==> config.mk <==
export PLATFORM = sky130hd
export DESIGN_NAME = branch_target_predictor
export DESIGN_NICKNAME = d
export VERILOG_FILES = /design/src/rtl/cpu_pkg.sv /design/src/rtl/sat_counter.sv /design/src/rtl/branch_target_predictor.sv
export SDC_FILE = /design/constraint.sdc
export NUM_CORES = 2
export LEC_CHECK = 0
export CELL_PAD_IN_SITES_DETAIL_PLACEMENT = 1
export CELL_PAD_IN_SITES_GLOBAL_PLACEMENT = 1
export CORE_UTILIZATION = 49
export DETAILED_ROUTE_END_ITERATION = 8
export PLACE_DENSITY_LB_ADDON = 0.25
export SKIP_CTS_REPAIR_TIMING = 1
export SYNTH_ARGS = -nofsm -noshare
export SYNTH_HDL_FRONTEND = slang
export SYNTH_SLANG_ARGS = --single-unit
==> constraint.sdc <==
create_clock -name clk -period 7.2 [get_ports clk]
set_input_delay 1.8 -clock clk [delete_from_list [all_inputs] [get_ports clk]]
set_output_delay 1.8 -clock clk [all_outputs]
set_load 0.02 [all_outputs]
==> src/rtl/cpu_pkg.sv <==
// Shared core constants: default datapath width, fetch increment and the
// encodings of the 2-bit direction counter.
package cpu_pkg;
  localparam int DBITS_DEF = 16;
  localparam int PC_INC    = 2;

  localparam logic [1:0] CTR_SNT = 2'b00;  // strongly not taken
  localparam logic [1:0] CTR_WNT = 2'b01;  // weakly not taken
  localparam logic [1:0] CTR_WT  = 2'b10;  // weakly taken
  localparam logic [1:0] CTR_ST  = 2'b11;  // strongly taken
endpackage

==> src/rtl/sat_counter.sv <==
// Saturating up/down counter with synchronous load. Used for the per-entry
// direction counters and for the performance counters.
module sat_counter #(
  parameter int               WIDTH   = 2,
  parameter logic [WIDTH-1:0] RST_VAL = '0
) (
  input  logic             clk,
  input  logic             reset,
  input  logic             load,
  input  logic [WIDTH-1:0] load_val,
  input  logic             inc,
  input  logic             dec,
  output logic [WIDTH-1:0] count
);

  // Reset wins over load, load wins over counting; inc and dec together cancel.
  always_ff @(posedge clk) begin
    // NOTE: state is always written with <= so every flop samples the pre-edge
    // value of its inputs, regardless of block ordering.
    if (reset) begin
      count <= RST_VAL;
    end else if (load) begin
      count <= load_val;
    end else if (inc && !dec && (count != '1)) begin
      count <= count + WIDTH'(1);
    end else if (dec && !inc && (count != '0)) begin
      count <= count - WIDTH'(1);
    end
  end

endmodule

==> src/rtl/branch_target_predictor.sv <==
// Direct-mapped branch target buffer for the fetch stage. Lookup is purely
// combinational from pc; training from the resolve stage lands on the next
// edge, so a same-cycle lookup of the entry being trained sees old contents.
module branch_target_predictor
  import cpu_pkg::*;
#(
  parameter int         DBITS    = DBITS_DEF,
  parameter int         IDXBITS  = 6,
  parameter bit         USE_CTR  = 1'b1,
  parameter logic [1:0] CTR_INIT = CTR_WT,
  parameter int         CNTBITS  = 16
) (
  input  logic               clk,
  input  logic               reset,
  input  logic [DBITS-1:0]   pc,
  output logic [DBITS-1:0]   pred_pc,
  output logic               pred_hit,
  output logic               pred_taken,
  input  logic               upd_en,
  input  logic [DBITS-1:0]   upd_pc,
  input  logic               upd_taken,
  input  logic [DBITS-1:0]   upd_target,
  input  logic               upd_mispred,
  input  logic               inv_all,
  output logic [CNTBITS-1:0] hit_cnt,
  output logic [CNTBITS-1:0] mispred_cnt
);

  localparam int ENTRIES = 2 ** IDXBITS;
  localparam int TAGBITS = DBITS - IDXBITS - 1;

  logic               valid      [ENTRIES];
  logic [TAGBITS-1:0] tag_arr    [ENTRIES];
  logic [DBITS-1:0]   target_arr [ENTRIES];
  logic [1:0]         ctr        [ENTRIES];

  logic [IDXBITS-1:0] idx, upd_idx;
  logic [TAGBITS-1:0] tag, upd_tag;
  logic               upd_hit, train, alloc, drop;
  logic               unused_lsbs;

  // Bit 0 of an instruction address is always zero on this core.
  assign unused_lsbs = pc[0] ^ upd_pc[0];

  assign idx     = pc[IDXBITS:1];
  assign tag     = pc[DBITS-1:IDXBITS+1];
  assign upd_idx = upd_pc[IDXBITS:1];
  assign upd_tag = upd_pc[DBITS-1:IDXBITS+1];

  // Lookup path: no bypass from the update port.
  assign pred_hit   = valid[idx] && (tag_arr[idx] == tag);
  assign pred_taken = pred_hit && (USE_CTR ? ctr[idx][1] : 1'b1);
  assign pred_pc    = pred_taken ? target_arr[idx] : pc + DBITS'(PC_INC);

  // Training decode; inv_all drops the coincident update entirely.
  assign upd_hit = valid[upd_idx] && (tag_arr[upd_idx] == upd_tag);
  assign train   = upd_en && !inv_all && upd_hit;
  assign alloc   = upd_en && !inv_all && !upd_hit && upd_taken;
  assign drop    = train && !upd_taken && !USE_CTR;

  // Valid bits: cleared by reset or flash-invalidate, set on allocation.
  always_ff @(posedge clk) begin
    if (reset || inv_all) begin
      for (int e = 0; e < ENTRIES; e++) valid[e] <= 1'b0;
    end else if (alloc) begin
      valid[upd_idx] <= 1'b1;
    end else if (drop) begin
      valid[upd_idx] <= 1'b0;
    end
  end

  // Tag and target storage; only qualified by valid, so never reset.
  always_ff @(posedge clk) begin
    // NOTE: tag/target arrays are deliberately left without reset; valid gates
    // every use, and omitting the reset keeps them as plain storage.
    if (!reset && alloc) begin
      tag_arr[upd_idx] <= upd_tag;
    end
    if (!reset && (alloc || (train && upd_taken))) begin
      target_arr[upd_idx] <= upd_target;
    end
  end

  for (genvar e = 0; e < ENTRIES; e++) begin : g_ctr
    logic sel;
    assign sel = (upd_idx == IDXBITS'(e));
    sat_counter #(.WIDTH(2), .RST_VAL(CTR_INIT)) u_dir_ctr (
      .clk      (clk),
      .reset    (reset),
      .load     (alloc && sel),
      .load_val (CTR_INIT),
      .inc      (train && upd_taken && sel),
      .dec      (train && !upd_taken && sel),
      .count    (ctr[e])
    );
  end

  sat_counter #(.WIDTH(CNTBITS), .RST_VAL('0)) u_hit_cnt (
    .clk      (clk),
    .reset    (reset),
    .load     (1'b0),
    .load_val ('0),
    .inc      (pred_hit),
    .dec      (1'b0),
    .count    (hit_cnt)
  );

  sat_counter #(.WIDTH(CNTBITS), .RST_VAL('0)) u_mispred_cnt (
    .clk      (clk),
    .reset    (reset),
    .load     (1'b0),
    .load_val ('0),
    .inc      (upd_en && upd_mispred),
    .dec      (1'b0),
    .count    (mispred_cnt)
  );

endmodule

# --- After elaboration in Yosys (flattened, before gate mapping) ---
# Memories as Yosys holds them, arrays and structs flattened.
# Index checks and enable logic that the tools add are counted.
word_totals:
  register_bits: 160
  ramBits: 1664
  out_inout_bits: 50
  wordCells: 1267
  mem_count: 3
memory_table:
  columns: ["memory", "depth", "word_bits", "read_ports", "rd_clocked_by_memory_dff", "wr", "line", "source"]
  rows:
  - ["target_arr", 64, 16, 1, 0, 1, "branch_target_predictor.sv:34", "logic [DBITS-1:0] target_arr [ENTRIES];"]
  - ["tag_arr", 64, 9, 2, 0, 1, "branch_target_predictor.sv:33", "logic [TAGBITS-1:0] tag_arr [ENTRIES];"]
  - ["valid", 64, 1, 2, 0, 64, "branch_target_predictor.sv:32", "logic valid [ENTRIES];"]
classes:
  addsub: 131
  n_lt_le_gt_ge: 1
  n_eq_ne: 131
  muxes: 144
  bitwise_logic: 1
  n_reduce_logical: 790
op_table:
  columns: ["cell", "count"]
  rows:
  - ["1-bit logical AND", 462]
  - ["2-bit two-way mux", 130]
  - ["2-bit nonzero test", 128]
  - ["6-bit == test, second input constant", 32]
  - ["1-bit zero test", 132]
  - ["2-bit by 1-bit adder with 2-bit output, second input constant", 64]
  - ["2-bit inequality test, second input constant", 64]
  - ["2-bit OR reduction", 64]
  - ["2-bit by 1-bit subtractor with 2-bit output, second input constant", 64]
  - ["6-bit by 5-bit == test with 1-bit output, second input constant", 16]
  - ["6-bit by 4-bit == test with 1-bit output, second input constant", 8]
  - ["16-bit by 1-bit adder with 16-bit output, second input constant", 2]
  - ["16-bit inequality test, second input constant", 2]
  - ["6-bit by 3-bit == test with 1-bit output, second input constant", 4]
  - ["9-bit == test", 2]
  - ["16-bit by 2-bit adder with 16-bit output, second input constant", 1]
  - ["16-bit two-way mux", 1]
  - ["2-bit binary-select mux with 6-bit select", 1]
  - ["6-bit by 2-bit == test with 1-bit output, second input constant", 2]
  - ["1-bit two-way mux", 11]
  - ["7-bit >= comparator, second input constant", 1]
  - ["6-bit inverter with 7-bit output", 1]
  - ["6-bit by 1-bit == test with 1-bit output, second input constant", 1]
  - ["6-bit zero test", 1]
  - ["3 further kinds", 4]

# --- Longest topological paths before layout ---
# An unclocked memory read counts as a cell.
depth:
  word_depth: 11
  mapped_depth: 19
  ltp_nobuf: 10

# --- Hierarchy ---
# Synthesis repeated with hierarchy kept, for this count alone.
unflattened:
  cells_unflattened: 5279
  area_unflattened_um2: 84320.9
modules_own_cells:
  columns: ["module", "instances", "cells_per_inst", "area_per_inst_um2", "seq_area_each_um2"]
  rows:
  - ["branch_target_predictor", 1, 3669, 71781.3, 49327.3]
  - ["sat_counter (g_ctr[0].u_dir_ctr ...)", 64, 19, 147.6, 40.0]
  - ["sat_counter (u_hit_cnt ...)", 2, 197, 1545.2, 320.3]

# --- Worst setup path before layout ---
# OpenSTA, ideal clock, no wires.
synth_timing:
  path_type: "input port to output port"
  start: "in pc[1]"
  end: "out pred_pc[10]"
  t_arrival_ns: 5.565
  t_required_ns: 5.400
  path_slack_ns: -0.165
  path_stages: 13
  path_buffers: 8
  path_cell_list: "buf_4 buf_6 buf_4 buf_4 buf_2 buf_2 buf_2 buf_1 mux4_2 mux4_2 mux4_2 nand2_1 o21ai_0"
synth_via:
  elab_chain_cells: 6
synth_rtl:
  columns: ["element", "line", "source"]
  rows:
  - ["from (decl)", "branch_target_predictor.sv:15", "input logic [DBITS-1:0] pc,"]
  - ["parallel branches: the longest is 5 deep, another holds memory 64 x 9 bit", null, null]
  - ["16-bit two-way mux *", "branch_target_predictor.sv:53", "assign pred_pc = pred_taken ? target_arr[idx] : pc + DBITS'(PC_INC);"]
  - ["to (decl)", "branch_target_predictor.sv:16", "output logic [DBITS-1:0] pred_pc,"]
# Mark *: on every way between the ends. The select of a mux whose other input is x is not followed.

# --- Worst setup path in the final report ---
layout_timing:
  start: "in pc[1]"
  end: "out pred_pc[2]"
# The elaborated chain is that of the path after synthesis.

==> results_dict.tcl <==
set metrics [dict create \
    run_status "finished with violations" \
    violations "negative setup slack" \
    hpwlAfterDp_um 162000 \
    finalWeightedCongestion 0.936 \
    drtAntennaViolNets 0 \
    critPathMostFrequentCell "buf_4" \
    powerDensity_mw_per_mm2 247 \
    ys_seq_area_share_pct 66.4 \
    cts_root_buf "clkbuf_16" \
    worstSkewPairLatency_ns 0.85 \
    worst-endpoint-arrival_ns 5.48 \
    utilization_pct 57.4 \
    max_cap_violations 0 \
    slew_of_the_pin_with_the_lowest_slew_margin_ns 1.24 \
    yosys_register_bits 1824 \
    gr-total-overflow 0 \
    reg2reg_depth 13 \
    report.final.setup_viol 5 \
    min_delay_worst_endpoint "valid[59]$_DFF_P_" \
    port_buffers 102 \
    critical_path_max_stage_delay_ns 0.53 \
    endpoint_kind "output port" \
    first_pass_grt_wire_length_um 354000 \
    detail_route.wl_per_cell_um 34.1 \
    cp-startpoint "pc[1]" \
    period_needed_ns 7.28 \
    ioPinCount 104 \
    post_dp_cell_area_mm2 0.0857 \
    floorplan.rows 147 \
    first_global_vias 49584 \
    drive_above_1_share_pct 29.0 \
    drt_pass1_iterations 5 \
    worstSetupPathType "primary input to output port" \
    global_route.usage.total_pct 30.4 \
    fin_worst_skew_ns 0.0391 \
    worst_setup_path_start_kind "primary input" \
    tritoncts_clock_tree "yes" \
    dieWidth_um 404 \
    cp_top_family "multiplexers" \
    worst-r2r-setup-slack_ns 2.73 \
    max_slew_margin_pct 17.4 \
    yosys-top-cells-area "edfxtp_1, mux4_2, dfxtp_1" \
    final_cell_area_mm2 0.0921 \
    tritoncts.num_buffers 187 \
    grt_setup_unrepaired "yes" \
    launch_instance_of_the_worst_register_to_register_path "tag_arr[52][0]$_DFFE_PP_" \
    most_instantiated_cells_after_synthesis "edfxtp_1, mux4_2, nor2_1" \
    clock_tree.htree_level_count 4 \
    synthToLayoutAreaGrowth_pct 16.4 \
    final_wl_um 248000 \
    number_of_enable_type_register_cells_in_the_synthesized_netlist 1600 \
    dpl.cell_count 6912 \
    routed_via_density 6.66 \
    finalHoldViolCount 0 \
    num-nets-final 5017 \
    post_synth_num_cell_types 67 \
    synth.avg_cell_area_um2 17.3 \
    drc 0 \
    core_mm2 0.160 \
    fillCellCount 14422 \
    share_of_async_settable_or_async_resettable_flops_after_synthesis_pct 0 \
    clkSinkCount 1824 \
    rr_endpoint "tag_arr[38][3]$_DFFE_PP_" \
    worst_setup_hold_path_clk_slew_ns 0.06 \
    drv_slew 0 \
    p_total_w 0.0227 \
    maximum_fanout_count_along_the_critical_path 13 \
    critical_path.n_buffers_inverters 7 \
    floorplan.die_area_mm2 0.163 \
    worst_hold_path.num_cells 2 \
    effective_utilization_at_floorplan_pct 49.3 \
    irDropWorstVdd_uv 251 \
    grt_antenna_before_repair 18 \
    synthesis.yosys.warnings 0 \
    p_leak_nw 29.4 \
    synth_most_common_cell "edfxtp_1" \
    finalNonFillerCells 7280 \
    max_stage_delay_cell_worst_path "mux4_2" \
    ys.flop_type "edfxtp_1" \
    worstHoldStart "valid[59]$_DFF_P_" \
    holdWs_ns 0.496 \
    post_synthesis_net_count 4640 \
    post_synth_inst_count 4583 \
    layout_setup_ws_ns -0.0821 \
    detail_route.iter0.violations 5904 \
    synth_top_cell_area_share_pct 60.7 \
    vias 48459 \
    y_dimension_of_the_die_um 404 \
    path_cells "buf_16 -> buf_12 -> clkbuf_16 -> buf_4 -> mux4_2 -> mux4_2 -> xor2_1 -> nor3_1 -> a31o_2 -> a32oi_2 -> nor4_4 -> buf_4 -> and2_4 -> buf_12 -> mux2_2 -> buf_4" \
    maximum_number_of_pins_on_one_net_before_global_route_repair 83 \
    synth.largest_area_cell "edfxtp_1" \
    clockBufferDepth 3 \
    min_path_type "register to register" \
    synth_area_mm2 0.0791 \
    achievable_freq_ghz 0.137 \
    worst_ep_required_time_ns 5.40 \
    post-route-period-util_pct 101 \
]
## state kept, by name (all words and copies together) (netlist names)
register,flops
valid,64
g_ctr.u_dir_ctr.count,128
tag_arr,576
target_arr,1024
u_hit_cnt.count,16
u_mispred_cnt.count,16
## cells by family (layout without fill, tap and decap cells)
kind of cell	after synthesis	count (layout)	share of synthesized area, %
AOI/OAI and AO/OA	625	625	5.32
xor gates and xnor gates	51	51	0.564
adders and majority gates	3	3	0.0474
buffers and inverters	353	886	2.09
DFF	1824	1824	66.4
muxes	844	844	20.6
other	0	4	0
and+or+nand+nor	883	883	5.02
## cell type report
| type | count | area (µm²) | share of cell area [%] |
|---|---|---|---|
| multi-input cells | 2406 | 25300 | 27.4 |
| clock buffers | 234 | 5020 | 5.45 |
| inverters | 22 | 87.6 | 0.0951 |
| repair buffers | 519 | 5440 | 5.91 |
| clock inverters | 111 | 1040 | 1.13 |
| flip-flops and latches | 1824 | 52500 | 57.0 |
| well taps | 2160 | 2700 | 2.93 |
| diodes | 4 | 10.0 | 0.0109 |
## per-stage QoR
stage	setup TNS, ns	setup WS, ns
floorplan	0	0.0421
global placement	-7.16	-0.665
detailed placement	-7.87	-0.607
CTS	-8.39	-0.677
global route	-0.417	-0.0998
finish	-0.270	-0.0821
## metal layers
layer  GRT usage [%]  wire [µm]  vias up
met5               0         59        -
met4            9.86       8110       10
met3            7.16      25300      483
met2            47.6     117000     2666
met1            42.3      98400    25770
li1                -          -    19530
## worst max-delay path by stage
stage / endpoint / slack, ns / cells past startpoint
after floorplan: pred_pc[10] / 0.04 / 12
after global placement: pred_pc[2] / -0.66 / 12
after detailed placement: pred_pc[2] / -0.61 / 12
after CTS: pred_pc[2] / -0.68 / 12
after global routing: pred_pc[4] / -0.1 / 17
final: pred_pc[2] / -0.08 / 16
## cells in the final DEF (no fill, tap or decap), types with 35 or more instances in the layout
master and n:
a21boi_1 41, a21oi_1 97, a22oi_1 72, a31oi_1 113, buf_12 108, buf_4 312
clkbuf_16 195, clkdlybuf4s50_1 49, clkinv_1 46, dfxtp_1 224, edfxtp_1 1600, mux2i_1 208
mux4_2 625, nand2_1 246, nand3_1 43, nor2_1 310, nor2_2 65, o211ai_1 55
o21ai_0 61, o31ai_1 71, or4_1 49, xor2_1 35
## tightest hold or removal path: stages, from the launching register on
cell	delay, ns
dfxtp_1	0.34
a31oi_1	0.05
nor2_1	0.07
## power breakdown
group	switching, W	total (W)	leakage (nW)	internal [W]
Clock	0.00417	0.00965	2.96	0.00548
Combinational	0.000957	0.00158	10.3	0.000619
Sequential	0.00000499	0.0115	16.2	0.0115
Total	0.00513	0.0227	29.4	0.0176
Note: power is estimated with default switching activity, not from simulation.
